### src/rtl/iter_mul_if.sv
// Operand/product handshake bundle for iter_mul: operands in via in_valid/in_ready,
// product out via out_valid/out_ready.
interface iter_mul_if #(
  parameter int WIDTH = 32
);
  logic [WIDTH-1:0]   x;
  logic [WIDTH-1:0]   y;
  logic               in_valid;
  logic               mul_signed;
  logic               in_ready;
  logic               out_valid;
  logic               out_ready;
  logic [2*WIDTH-1:0] p;

  modport master (
    output x, y, in_valid, mul_signed, out_ready,
    input  in_ready, out_valid, p
  );

  modport slave (
    input  x, y, in_valid, mul_signed, out_ready,
    output in_ready, out_valid, p
  );
endinterface

### src/rtl/iter_mul.sv
// Iterative radix-2 shift-add multiplier, signed or unsigned, full 2*WIDTH product; latency WIDTH+1.
// Optional MUL_EARLY_OUT_EN: leave BUSY once the remaining multiplier bits are all zero.
module iter_mul #(
  parameter int WIDTH = 32
) (
  input logic       clk,
  input logic       resetn,
  iter_mul_if.slave bus
);
  localparam int CW = $clog2(WIDTH) + 1;

  typedef enum logic [1:0] {IDLE, BUSY, FIX, DONE} state_t;

  state_t             state_q, state_d;
  logic [2*WIDTH-1:0] acc_q, acc_d;
  logic [2*WIDTH-1:0] mcand_q, mcand_d;
  logic [2*WIDTH-1:0] p_q, p_d;
  logic [WIDTH-1:0]   mreg_q, mreg_d;
  logic [CW-1:0]      count_q, count_d;
  logic               neg_q, neg_d;

  logic               accept;
  logic               last_iter;
  logic               skip;
  logic [WIDTH-1:0]   x_mag;
  logic [WIDTH-1:0]   y_mag;

  assign accept    = bus.in_valid & (state_q == IDLE);
  assign last_iter = (count_q == CW'(WIDTH - 1));

`ifdef MUL_EARLY_OUT_EN
  assign skip = (mreg_q == '0);
`else
  assign skip = 1'b0;
`endif

  // -2^(WIDTH-1) negates to itself, which read as unsigned is the correct magnitude
  assign x_mag = (bus.mul_signed & bus.x[WIDTH-1]) ? (~bus.x + WIDTH'(1)) : bus.x;
  assign y_mag = (bus.mul_signed & bus.y[WIDTH-1]) ? (~bus.y + WIDTH'(1)) : bus.y;

  always_ff @(posedge clk or negedge resetn) begin
    if (!resetn) begin
      state_q <= IDLE;
    end else begin
      state_q <= state_d;
    end
  end

  always_comb begin
    state_d = state_q;
    case (state_q)
      IDLE:    if (accept) state_d = BUSY;
      BUSY:    if (skip || last_iter) state_d = FIX;
      FIX:     state_d = DONE;
      DONE:    if (bus.out_ready) state_d = IDLE;
      default: state_d = IDLE;
    endcase
  end

  always_comb begin
    bus.in_ready  = (state_q == IDLE);
    bus.out_valid = (state_q == DONE);
    bus.p         = p_q;
  end

  always_comb begin
    acc_d   = acc_q;
    mcand_d = mcand_q;
    mreg_d  = mreg_q;
    count_d = count_q;
    neg_d   = neg_q;
    p_d     = p_q;
    if (accept) begin
      acc_d   = '0;
      mcand_d = {{WIDTH{1'b0}}, x_mag};
      mreg_d  = y_mag;
      count_d = '0;
      neg_d   = bus.mul_signed & (bus.x[WIDTH-1] ^ bus.y[WIDTH-1]);
    end else if ((state_q == BUSY) && !skip) begin
      if (mreg_q[0]) begin
        acc_d = acc_q + mcand_q;
      end
      mcand_d = mcand_q << 1;
      mreg_d  = mreg_q >> 1;
      count_d = count_q + CW'(1);
    end else if (state_q == FIX) begin
      // a zero magnitude negates to zero, so no special case for negative zero
      p_d = neg_q ? (~acc_q + (2*WIDTH)'(1)) : acc_q;
    end
  end

  always_ff @(posedge clk or negedge resetn) begin
    if (!resetn) begin
      acc_q   <= '0;
      mcand_q <= '0;
      mreg_q  <= '0;
      count_q <= '0;
      neg_q   <= 1'b0;
      p_q     <= '0;
    end else begin
      acc_q   <= acc_d;
      mcand_q <= mcand_d;
      mreg_q  <= mreg_d;
      count_q <= count_d;
      neg_q   <= neg_d;
      p_q     <= p_d;
    end
  end
endmodule
### src/flat_wrapper.sv
// flat-port wrapper written by rule: the top's interface ports become plain ports
module iter_mul_flat 
#(
  parameter int WIDTH = 32
)
  (clk, resetn, bus_x, bus_y, bus_in_valid, bus_mul_signed, bus_out_ready, bus_in_ready, bus_out_valid, bus_p);
  iter_mul_if #(.WIDTH(WIDTH)) bus_i ();
  input logic clk;
  input logic resetn;
  input wire logic [$bits(bus_i.x)-1:0] bus_x;
  input wire logic [$bits(bus_i.y)-1:0] bus_y;
  input wire logic [$bits(bus_i.in_valid)-1:0] bus_in_valid;
  input wire logic [$bits(bus_i.mul_signed)-1:0] bus_mul_signed;
  input wire logic [$bits(bus_i.out_ready)-1:0] bus_out_ready;
  output wire logic [$bits(bus_i.in_ready)-1:0] bus_in_ready;
  output wire logic [$bits(bus_i.out_valid)-1:0] bus_out_valid;
  output wire logic [$bits(bus_i.p)-1:0] bus_p;
  assign bus_i.x = bus_x;
  assign bus_i.y = bus_y;
  assign bus_i.in_valid = bus_in_valid;
  assign bus_i.mul_signed = bus_mul_signed;
  assign bus_i.out_ready = bus_out_ready;
  assign bus_in_ready = bus_i.in_ready;
  assign bus_out_valid = bus_i.out_valid;
  assign bus_p = bus_i.p;
  iter_mul #(.WIDTH(WIDTH)) u_core (.clk(clk), .resetn(resetn), .bus(bus_i));
endmodule
### config.mk
export PLATFORM = sky130hd
export DESIGN_NAME = iter_mul_flat
export DESIGN_NICKNAME = d
export VERILOG_FILES = /design/src/rtl/iter_mul_if.sv /design/src/rtl/iter_mul.sv /design/src/flat_wrapper.sv
export SDC_FILE = /design/constraint.sdc
export NUM_CORES = 1
export LEC_CHECK = 0
export BUFFER_PORTS_ARGS = -buffer_cell sky130_fd_sc_hd__buf_4
export CORE_MARGIN = 5
export CORE_UTILIZATION = 40
export CTS_CLUSTER_SIZE = 10
export DETAILED_ROUTE_END_ITERATION = 6
export SLEW_MARGIN = 20
export SYNTH_ARGS = -nofsm -noshare
export SYNTH_HDL_FRONTEND = slang
export SYNTH_SLANG_ARGS = --single-unit
### constraint.sdc
create_clock -name clk -period 2.9 [get_ports clk]
set_input_delay 0.58 -clock clk [delete_from_list [all_inputs] [get_ports clk]]
set_output_delay 0.58 -clock clk [all_outputs]
set_load 0.005 [all_outputs]
==> summary.md, run 1 <==
| Metric | Value |
|---|---|
| Fin worst setup slack | -0.166 ns |
| Synth warn | 0 |
| RSZ-0062 raised after global routing | true |
| Slew @ Worst Pin | 1.06 ns |
| Area taken by multi-input logic gates | 10100 µm² |
| Final instance area | 21000 µm² |
| Post-synth EDFFs | 0 |
| Final Total Pwr | 26.6 mW |
| Slew Viols, Final | 0 |
| Power per cell area | 1270 nW/µm² |
| Setup-failing EPs final | 6 |
| Final core occ | 0.540 |
| Final Hold Fails | 6 |
| Vias in the first global route | 14600 |
| Tot GR Track Use | 0.213 |
| Die H | 208 µm |
| Syn_area_per_cell | 8.73 µm² |
| Synth area leader | dfrtp_1 |
| Synth async-reset ratio | 1.00 |
| Violated checks | negative hold slack, negative setup slack |
| Hold_buf cts | 0 |
| Layout cells sized above 1 | 0.289 |
| Critical path class | reg2reg |
| Clk slew on worst S/H paths | 0.06 ns |
| Status | finished with violations |
| Synth Instances | 1804 |
| CTS tree | done |
| FMAX | 326 MHz |
| Drt drc | 0 |
| Critical path's slowest cell | or4_4 |
| Clock Latency Late Sink | 0.56 ns |
| Register area | 5830 µm² |
| Final Routed Wirelength | 47800 µm |
| Die Footprint | 43400 µm² |
| Mapped Nets | 1945 |
| Reg2Reg Depth | 11 |
| Clock skew | 0.0186 ns |
| Part of the Yosys area used for sequential elements | 0.370 |
| Placed cell area | 19400 µm² |
| Crit path arrival time | 3.53 ns |
| Rows | 72 |
| Worst min path class | in2async |
| VDD IR max | 0.568 mV |
| Startpoint types | register |
| Initial DRC Count | 781 |
| Area Overhead vs Synth | 33.2% |
| Min Hold Slack | -0.00295 ns |
| Mapped cell area | 15700 µm² |
| Fill cell count | 3546 |
| Core ar. | 38800 µm² |
| Die Width | 208 µm |
| Ports | 135 |
| Nets | 2315 |
| Fin crit period | 3.07 ns |
| Drt first pass iters | 5 |
| First-pass GRT wire length | 77500 µm |
| Clock buffer count from CTS | 29 |
| Leak | 9.39 nW |
| Max-cap violations | 0 |
| Largest net degree at the start of global routing | 114 |
| GP Congestion | 0.916 |
| CTS Buffer Depth | 3 |
| Yosys cell types | 68 |
| Initial antenna violation count | 0 |
| Synth area leaders | dfrtp_1 (37%), mux2i_1 (6.0%), nand2_1 (5.9%), ha_1 (5.6%), a21oi_1 (5.5%) |
| CP peak stage delay | 0.50 ns |
| IO buf count | 134 |
| Register bit total from synthesis | 233 |
| Post-synth top area share | 0.370 |
| Fin Setup TNS | -0.559 ns |
| Ys flop type | dfrtp_1 |
| Root Buffer | clkbuf_16 |
| Slew HR | 0.290 |
| Starting Density | 0.405 |
| Crit path required time | 3.36 ns |
| CP max FO | 3 |
| Antenna-violating nets left | 0 |
| Fin crit share | 1.06 |
| Dpl hpwl | 36000 µm |
| Via density | 5.34 |
| Vias | 14500 |
| Avg WL per Cell | 17.6 µm |
| CTS H-Tree Depth | 1 |
| Worst path cell trace | ha_4, nand4_1, or3_4, or4_4, a211oi_4, nor3_4, o41ai_4, nand2_2, a311oi_2, nor3_1, a211oi_1 |
| N_diodes | 0 |
| Clock sink total | 233 |
| CP endpoint kind | register |
| GRT Residual Overflow | 0 |
==> power by group <==
part           internal [mW]  total [mW]  switching (mW)
Combinational           8.40        17.1            8.74
Sequential              4.79        5.98            1.19
Clock                   2.11        3.46            1.35
==> kinds of logic (layout without fill, tap and decap cells) <==
kind of cell / after synthesis / after routing / synth area share
adders and majority gates: 72 / 72 / 0.0577
xor gates and xnor gates: 179 / 179 / 0.0996
and+or+nand+nor: 587 / 587 / 0.168
DFF: 233 / 233 / 0.370
buffers and inverters: 115 / 499 / 0.0285
muxes: 153 / 153 / 0.102
AOI/OAI and AO/OA: 465 / 465 / 0.174
==> synthesized netlist by cell type, drive strengths merged, types with 18 or more instances <==
cell    number
nand4       18
mux2        58
xnor2       94
o21ai      158
inv         23
xor2        85
a21oi      173
nor2       152
clkbuf      77
mux2i       95
ha          71
nor4        23
dfrtp      233
a21o        33
nand2      247
nor3        42
or3         18
nand3       21
==> layout make-up <==
type | instances | share of cell area
clock buffer | 43 | 0.0395
sequential | 233 | 0.278
timing repair buffer | 431 | 0.161
inverter | 23 | 0.00412
clock inverter | 2 | 0.00287
multi-input combinational | 1456 | 0.483
tap | 518 | 0.0309
==> timing repair <==
| item | 4_1_cts | 5_1_grt |
|---|---|---|
| endpoints found under the setup margin | 41 | 49 |
| pin swaps | 16 | 28 |
| gates resized for setup | 53 | 83 |
| cloned | 0 | 0 |
| setup buffers | 11 | 10 |
==> metrics by stage <==
step	instances	setup slack [ns]
3_3_place_gp	2646	-0.215
2_1_floorplan	1804	0.000722
4_1_cts	2701	-0.175
5_1_grt	2706	-0.344
3_5_place_dp	2646	-0.270
6_report	2706	-0.166
==> layer usage <==
| metal | routed length, µm | global-route usage |
|---|---|---|
| met1 | 21900 | 0.294 |
| met2 | 22700 | 0.358 |
| met3 | 2150 | 0.0273 |
| met4 | 1090 | 0.0510 |
| met5 | 0 | 0 |
==> cells in the final DEF, fill, tap and decap left out, types with 6 or more instances in the layout <==
cell type  count
nor3_1        36
or4_1         10
nor2b_1       10
o21a_1         7
nor2_1       148
buf_12         8
o21bai_1       9
nand2b_1       9
clkbuf_16     29
mux2i_1       95
buf_4        414
a21o_1        32
o21ai_0      139
nand3_1       20
ha_4          14
nand3b_1       6
nand4_1       18
nand2_1      245
xnor2_1       92
or3_1         15
a21oi_1      148
a21oi_2       23
mux2_2        58
a31oi_1        9
ha_1          54
inv_1         23
o21ai_2        6
a211oi_1      13
clkbuf_1       9
dfrtp_1      233
o41ai_1        7
nor4_1        23
xor2_1        84
and3_1        11
o21ai_1       11
buf_6          8
==> final timing paths <==
check,startpoint,end,slack [ns]
max reg2reg,u_core.mcand_q[26],u_core.acc_q[60],-0.17
min in group clk,bus_y[0],u_core.mreg_q[0],0.30
min reg2reg,u_core.bus.p[55],u_core.bus.p[55],0.50
max in group asynchronous,resetn,u_core.bus.p[57],2.16
min,resetn,u_core.bus.p[43],-0.003
max,u_core.mcand_q[26],u_core.acc_q[60],-0.17
==> registers in the layout, summed over array words and instances, names as in the netlist <==
name            flops
u_core.acc_q       64
u_core.bus.p       64
u_core.state_q      2
u_core.count_q      6
u_core.neg_q        1
u_core.mreg_q      32
u_core.mcand_q     64
==> critical path, delay by kind of cell (launching register included) <==
family | cells | cell delay [ns]
AND/OR/NAND/NOR | 6 | 1.28
AO/OA/AOI/OAI | 4 | 1.01
flip-flops | 1 | 0.41
adder cells (fa/ha/maj) | 1 | 0.28
Power figures use the tool's default switching activity.
==> inputs of run 2 (changes only) <==
- CTS_BUF_LIST: default -> sky130_fd_sc_hd__clkbuf_16
- GPL_ROUTABILITY_DRIVEN: default -> 1
==> summary.md, run 2 (synthesized netlist as in run 1, its figures left out) <==
| Metric | Value |
|---|---|
| Status | finished with violations |
| Violated checks | negative setup slack |
| Dpl hpwl | 36000 µm (unchanged) |
| Worst path cell trace | ha_4, nand4_1, or3_4, or4_4, a211oi_4, nor3_4, o41ai_4, nand2_2, a311oi_2, nor3_1, a211oi_1 |
| Startpoint types | register |
| CTS Buffer Depth | 3 (unchanged) |
| Rows | 72 (unchanged) |
| Initial antenna violation count | 0 (unchanged) |
| Setup WS pre-CTS | -0.270 ns (unchanged) |
| Core ar. | 38800 µm² (unchanged) |
| Starting Density | 0.405 (unchanged) |
| CP endpoint kind | register |
| Clock sink total | 233 (unchanged) |
| GP Congestion | 0.916 (unchanged) |
| Slew HR | 0.296 (+0.00581) |
| Crit path arrival time | 3.49 ns (-0.04 ns) |
| Avg WL per Cell | 17.6 µm (about the same) |
| N_diodes | 0 (unchanged) |
| CP max FO | 3 (unchanged) |
| Setup-failing EPs final | 6 (unchanged) |
| CP peak stage delay | 0.50 ns (about the same) |
| Area Overhead vs Synth | 33.1% (about the same) |
| Max-cap violations | 0 (unchanged) |
| Reg power frac | 0.226 (about the same) |
| Commonest non-fill, non-tap cell in the layout | buf_4 |
| Critical path class | reg2reg |
| Fin Setup TNS | -0.449 ns (+0.110 ns) |
| Comb pwr share | 0.650 (+0.005) |
| Ports | 135 (unchanged) |
| Power per cell area | 1260 nW/µm² (-0.27%) |
| Die Footprint | 43400 µm² (unchanged) |
| Final core occ | 0.540 (about the same) |
| Vias | 14500 (+0.39%) |
| Hold_buf cts | 0 (unchanged) |
| Clock skew | 0.0188 ns (+0.000254 ns) |
| Critical path's slowest cell | or4_4 |
| Net Sw Frac | 0.426 (+0.00168) |
| FMAX | 329 MHz (+0.86%) |
| Fin crit period | 3.04 ns (-0.0261 ns) |
| GRT Residual Overflow | 0 (unchanged) |
| Final instance area | 20900 µm² (about the same) |
| Placed cell area | 19400 µm² (unchanged) |
| Worst min path class | in2async |
| Root Buffer | clkbuf_16 |
| Slew @ Worst Pin | 1.05 ns (-0.00868 ns) |
| Largest net degree at the start of global routing | 114 (unchanged) |
| Drt drc | 0 (unchanged) |
| IO buf count | 134 (unchanged) |
| P_sw | 11.3 mW (about the same) |
| Via density | 5.35 (+0.17%) |
| CTS tree | done |
| RSZ-0062 raised after global routing | true |
| Tot GR Track Use | 0.213 (about the same) |
| Post-Place Cells | 2646 (unchanged) |
| Final Hold Fails | 0 (-6) |
| P_int | 15.2 mW (-0.62%) |
| Clock share of power | 0.124 (-0.006) |
| Die Width | 208 µm (unchanged) |
| Clock buffer count from CTS | 29 (unchanged) |
| Leak | 9.44 nW (+0.54%) |
| Antenna-violating nets left | 0 (unchanged) |
| First-pass GRT wire length | 77600 µm (about the same) |
| Drt first pass iters | 5 (unchanged) |
| CTS H-Tree Depth | 1 (unchanged) |
| Fin worst setup slack | -0.139 ns (+0.0261 ns) |
| Slew Viols, Final | 0 (unchanged) |
| Initial DRC Count | 789 (+1.0%) |
| Final Routed Wirelength | 47800 µm (+0.12%) |
| Clock Latency Late Sink | 0.55 ns (about the same) |
| Vias in the first global route | 14600 (+0.20%) |
| Crit path required time | 3.35 ns (about the same) |
| Die H | 208 µm (unchanged) |
| Nets | 2321 (+0.26%) |
| Commonest non-fill, non-tap cells in the layout | buf_4 (419), nand2_1 (245), dfrtp_1 (233), nor2_1 (149), a21oi_1 (147) |
| Fin crit share | 1.05 (-0.00899) |
| Non-Filler Instances | 2712 (+0.22%) |
| Clk slew on worst S/H paths | 0.06 ns (about the same) |
| VDD IR max | 0.566 mV (-0.26%) |
| Layout cells sized above 1 | 0.289 (about the same) |
run 2: cell types whose count changed in the layout (fill, tap and decap cells not counted), sizes merged:
cell,delta
clkinv,+5
inv,+9
clkbuf,-14
buf,+6
run 2: worst max-delay path: cells and delay by family (launching register included):
| kind | cells | cell delay (ns) |
|---|---|---|
| compound gates | 4 | 0.99 |
| fa+ha+maj | 1 | 0.28 |
| flops | 1 | 0.41 |
| simple gates | 6 | 1.27 |
run 2: repair_timing:
| action | in CTS | in global routing |
|---|---|---|
| resized for setup | 54 | 78 |
| setup endpoints to repair | 41 | 48 |
| gates cloned | 0 | 0 |
| pin swaps | 16 | 37 |
| setup buffers | 11 | 15 |
run 2: area by class of cell:
class / count / area [µm²]
tap: 518 / 648
clock inverter: 16 / 113
multi-input combinational: 1456 / 10100
inverter: 23 / 86.3
fill: 3545 / 17900
sequential: 233 / 5830
timing repair buffer: 437 / 3420
clock buffer: 29 / 726
run 2: power groups by stage:
stage	combinational, mW	sequential [mW]	clock, mW
floorplan	9.20	5.86	0
global placement	15.9	5.93	0
detailed placement	16.1	5.98	0
CTS	16.5	5.95	3.37
global route	18.8	6.17	3.51
finish	17.2	5.98	3.29
run 2: worst paths after layout:
path | end | depth (start not counted) | start | slack (ns)
max reg2reg | u_core.acc_q[60] | 11 | u_core.mcand_q[26] | -0.14
min in group clk | u_core.mreg_q[0] | 3 | bus_y[0] | 0.30
min reg2reg | u_core.bus.p[55] | 1 | u_core.bus.p[55] | 0.50
max in group asynchronous | u_core.bus.p[57] | 2 | resetn | 2.15
max | u_core.acc_q[60] | 11 | u_core.mcand_q[26] | -0.14
min | u_core.acc_q[45] | 1 | resetn | 0.0008
run 2: per-stage QoR:
stage	hold WS (ns)	total power, mW
final	0.000808	26.5
after global routing	0.0253	28.5
after CTS	0.0114	25.8
after detailed placement	0.497	22.0
after global placement	0.491	21.8
after floorplan	0.284	15.1
run 2: per-layer routing:
metal / part of all wire / GRT usage / vias to the layer above
met1: 0.45 / 0.293 / 6920
met4: 0.023 / 0.0539 / 0
met2: 0.47 / 0.357 / 341
met5: 0 / 0 / -
li1: - / - / 7174
met3: 0.049 / 0.0279 / 78
==> inputs of run 3 (changes only) <==
- CTS_BUF_LIST: sky130_fd_sc_hd__clkbuf_16 -> sky130_fd_sc_hd__clkbuf_4 sky130_fd_sc_hd__clkbuf_8
==> summary.md, run 3 (synthesized netlist as in run 1, its figures left out) <==
| Metric | Value |
|---|---|
| Status | finished with violations |
| Violated checks | negative setup slack |
| Max-cap violations | 0 (unchanged) |
| Die H | 208 µm (unchanged) |
| Vias | 14600 (+0.47%) |
| CP max FO | 3 (unchanged) |
| Area Overhead vs Synth | 34.0% |
| Ports | 135 (unchanged) |
| N_diodes | 0 (unchanged) |
| GP Congestion | 0.916 (unchanged) |
| Root Buffer | clkbuf_8 |
| Avg WL per Cell | 17.4 µm (-1.4%) |
| Antenna-violating nets left | 0 (unchanged) |
| Die Width | 208 µm (unchanged) |
| Initial antenna violation count | 0 (unchanged) |
| Post-Place Cells | 2646 (unchanged) |
| Setup WS pre-CTS | -0.270 ns (unchanged) |
| Power per cell area | 1280 nW/µm² (+1.3%) |
| Setup-failing EPs final | 6 (unchanged) |
| Drt first pass iters | 5 (unchanged) |
| WHS Endpoint | u_core.mreg_q[0] |
| Clock Latency Late Sink | 0.58 ns (+0.03 ns) |
| Tot GR Track Use | 0.214 (+0.00131) |
| Fill cell count | 3577 (+0.90%) |
| P_sw | 11.4 mW (+1.1%) |
| Critical R2R Launch | u_core.mcand_q[26] |
| Commonest non-fill, non-tap cell in the layout | buf_4 |
| Clock share of power | 0.141 (+0.017) |
| Fin crit share | 1.05 (+0.00621) |
| CP endpoint kind | register |
| Crit path arrival time | 3.49 ns (about the same) |
| RSZ-0062 raised after global routing | true |
| Via density | 5.32 (-0.67%) |
| Layout cells sized above 1 | 0.299 (+0.00990) |
| Fin crit period | 3.06 ns (+0.0180 ns) |
| Starting Density | 0.405 (unchanged) |
| CTS H-Tree Depth | 2 (+1) |
| Core ar. | 38800 µm² (unchanged) |
| Clk slew on worst S/H paths | 0.07 ns (about the same) |
| Final Hold Fails | 0 (unchanged) |
| Final core occ | 0.543 (+0.00380) |
| Worst min path class | in2reg |
| Die Footprint | 43400 µm² (unchanged) |
| Net Sw Frac | 0.422 (-0.00409) |
| Clock buffer count from CTS | 43 (+48%) |
| Nets | 2333 (+0.52%) |
| Reg-to-reg setup timing slack | -0.16 ns (-0.02 ns) |
| Initial DRC Count | 708 (-10%) |
| Critical path class | reg2reg |
| CTS Buffer Depth | 3 (unchanged) |
| Slew Viols, Final | 0 (unchanged) |
| Fin worst setup slack | -0.158 ns (-0.0180 ns) |
| GRT Residual Overflow | 0 (unchanged) |
| Final Routed Wirelength | 47700 µm (-0.28%) |
| Leak | 9.54 nW (+1.1%) |
| Slew HR | 0.280 (-0.0155) |
| Capture point of the worst reg-to-reg path | u_core.acc_q[48] |
| P_int | 15.6 mW (+2.8%) |
| Min Hold Slack | 0.262 ns (+0.261 ns) |
| Reg power frac | 0.220 (-0.006) |
| VDD IR max | 0.580 mV (+2.4%) |
| Largest net degree at the start of global routing | 114 (unchanged) |
| First-pass GRT wire length | 77400 µm (-0.25%) |
| Fin Setup TNS | -0.566 ns (-0.117 ns) |
| Commonest non-fill, non-tap cells in the layout | buf_4 (416), nand2_1 (245), dfrtp_1 (233), a21oi_1 (150), nor2_1 (148) |
| Min-Delay Startpoint | bus_y[0] |
| Startpoint types | register |
| Slew @ Worst Pin | 1.08 ns (+0.0231 ns) |
| Rows | 72 (unchanged) |
| FMAX | 327 MHz (-0.59%) |
| Dpl hpwl | 36000 µm (unchanged) |
| Vias in the first global route | 14700 (+0.30%) |
| Hold depth | 3 |
| Non-Filler Instances | 2743 (+1.1%) |
| Reg2Reg Depth | 12 (+1) |
| Clock skew | 0.0366 ns (+0.0178 ns) |
| Comb pwr share | 0.638 (-0.012) |
| Drt drc | 0 (unchanged) |
| CTS tree | done |
| IO buf count | 134 (unchanged) |
| Crit path required time | 3.33 ns (-0.02 ns) |
| Clock sink total | 233 (unchanged) |
[run 3: cell types whose count changed in the layout (fill, tap and decap cells not counted), sizes merged]
cell | before | now
clkbuf | 29 | 63
inv | 32 | 25
bufinv | 2 | 6
buf | 437 | 434
clkinv | 5 | 6
clkinvlp | 0 | 1
dlygate4sd3 | 0 | 1
[run 3: critical path, stage by stage, from the launching register on]
cell	delay, ns
dfrtp_1	0.41
ha_4	0.28
nand4_1	0.13
or3_4	0.37
or4_4	0.50
a211oi_4	0.21
nor3_4	0.09
buf_4	0.16
o31ai_4	0.19
a21o_1	0.19
a21oi_1	0.07
a31oi_1	0.19
o311ai_1	0.12
[run 3: cell type report]
type                    count  area [µm²]  share of cell area
multi-input cells        1456       10100               0.477
flip-flops and latches    233        5830               0.276
repair buffers            435        3410               0.162
clock buffers              63         817              0.0387
well taps                 518         648              0.0307
clock inverters            15         235              0.0112
inverters                  23        86.3             0.00409
[run 3: worst max path at each step]
stage | startpoint | cells after the start | end | slack [ns]
after detailed placement | u_core.mcand_q[26] | 12 | u_core.acc_q[60] | -0.27
after global routing | u_core.mcand_q[26] | 11 | u_core.acc_q[60] | -0.33
final | u_core.mcand_q[26] | 12 | u_core.acc_q[48] | -0.16
after floorplan | u_core.acc_q[29] | 11 | u_core.acc_q[60] | 0.0007
after CTS | u_core.mcand_q[26] | 11 | u_core.acc_q[60] | -0.17
after global placement | u_core.acc_q[3] | 11 | u_core.acc_q[63] | -0.22
[run 3: power groups by stage]
stage / clock (mW) / sequential, mW / combinational (mW)
finish: 3.82 / 5.96 / 17.3
global route: 4.07 / 6.14 / 18.8
CTS: 3.92 / 5.94 / 16.4
detailed placement: 0 / 5.98 / 16.1
global placement: 0 / 5.93 / 15.9
floorplan: 0 / 5.86 / 9.20
[run 3: repair_timing]
| action | CTS | global route |
|---|---|---|
| endpoints found under the setup margin | 41 | 47 |
| buffers inserted | 8 | 14 |
| hold buffers | 1 | 0 |
| pin swaps | 14 | 25 |
| gates resized for setup | 44 | 81 |
| hold endpoints to repair | 61 | 0 |
| cloned | 0 | 0 |
[run 3: metrics by stage]
| stage | instance area [µm²] | total power, mW |
|---|---|---|
| 2_1_floorplan | 15800 | 15.1 |
| 3_3_place_gp | 19400 | 21.8 |
| 3_5_place_dp | 19400 | 22.0 |
| 4_1_cts | 20700 | 26.2 |
| 5_1_grt | 21100 | 29.0 |
| 6_report | 21100 | 27.0 |
[run 3: per-layer routing]
layer,share of wire,up-vias,track usage
li1,-,7203,-
met1,0.45,6933,0.291
met2,0.47,366,0.354
met3,0.052,79,0.0355
met4,0.024,0,0.0630
met5,0,-,0
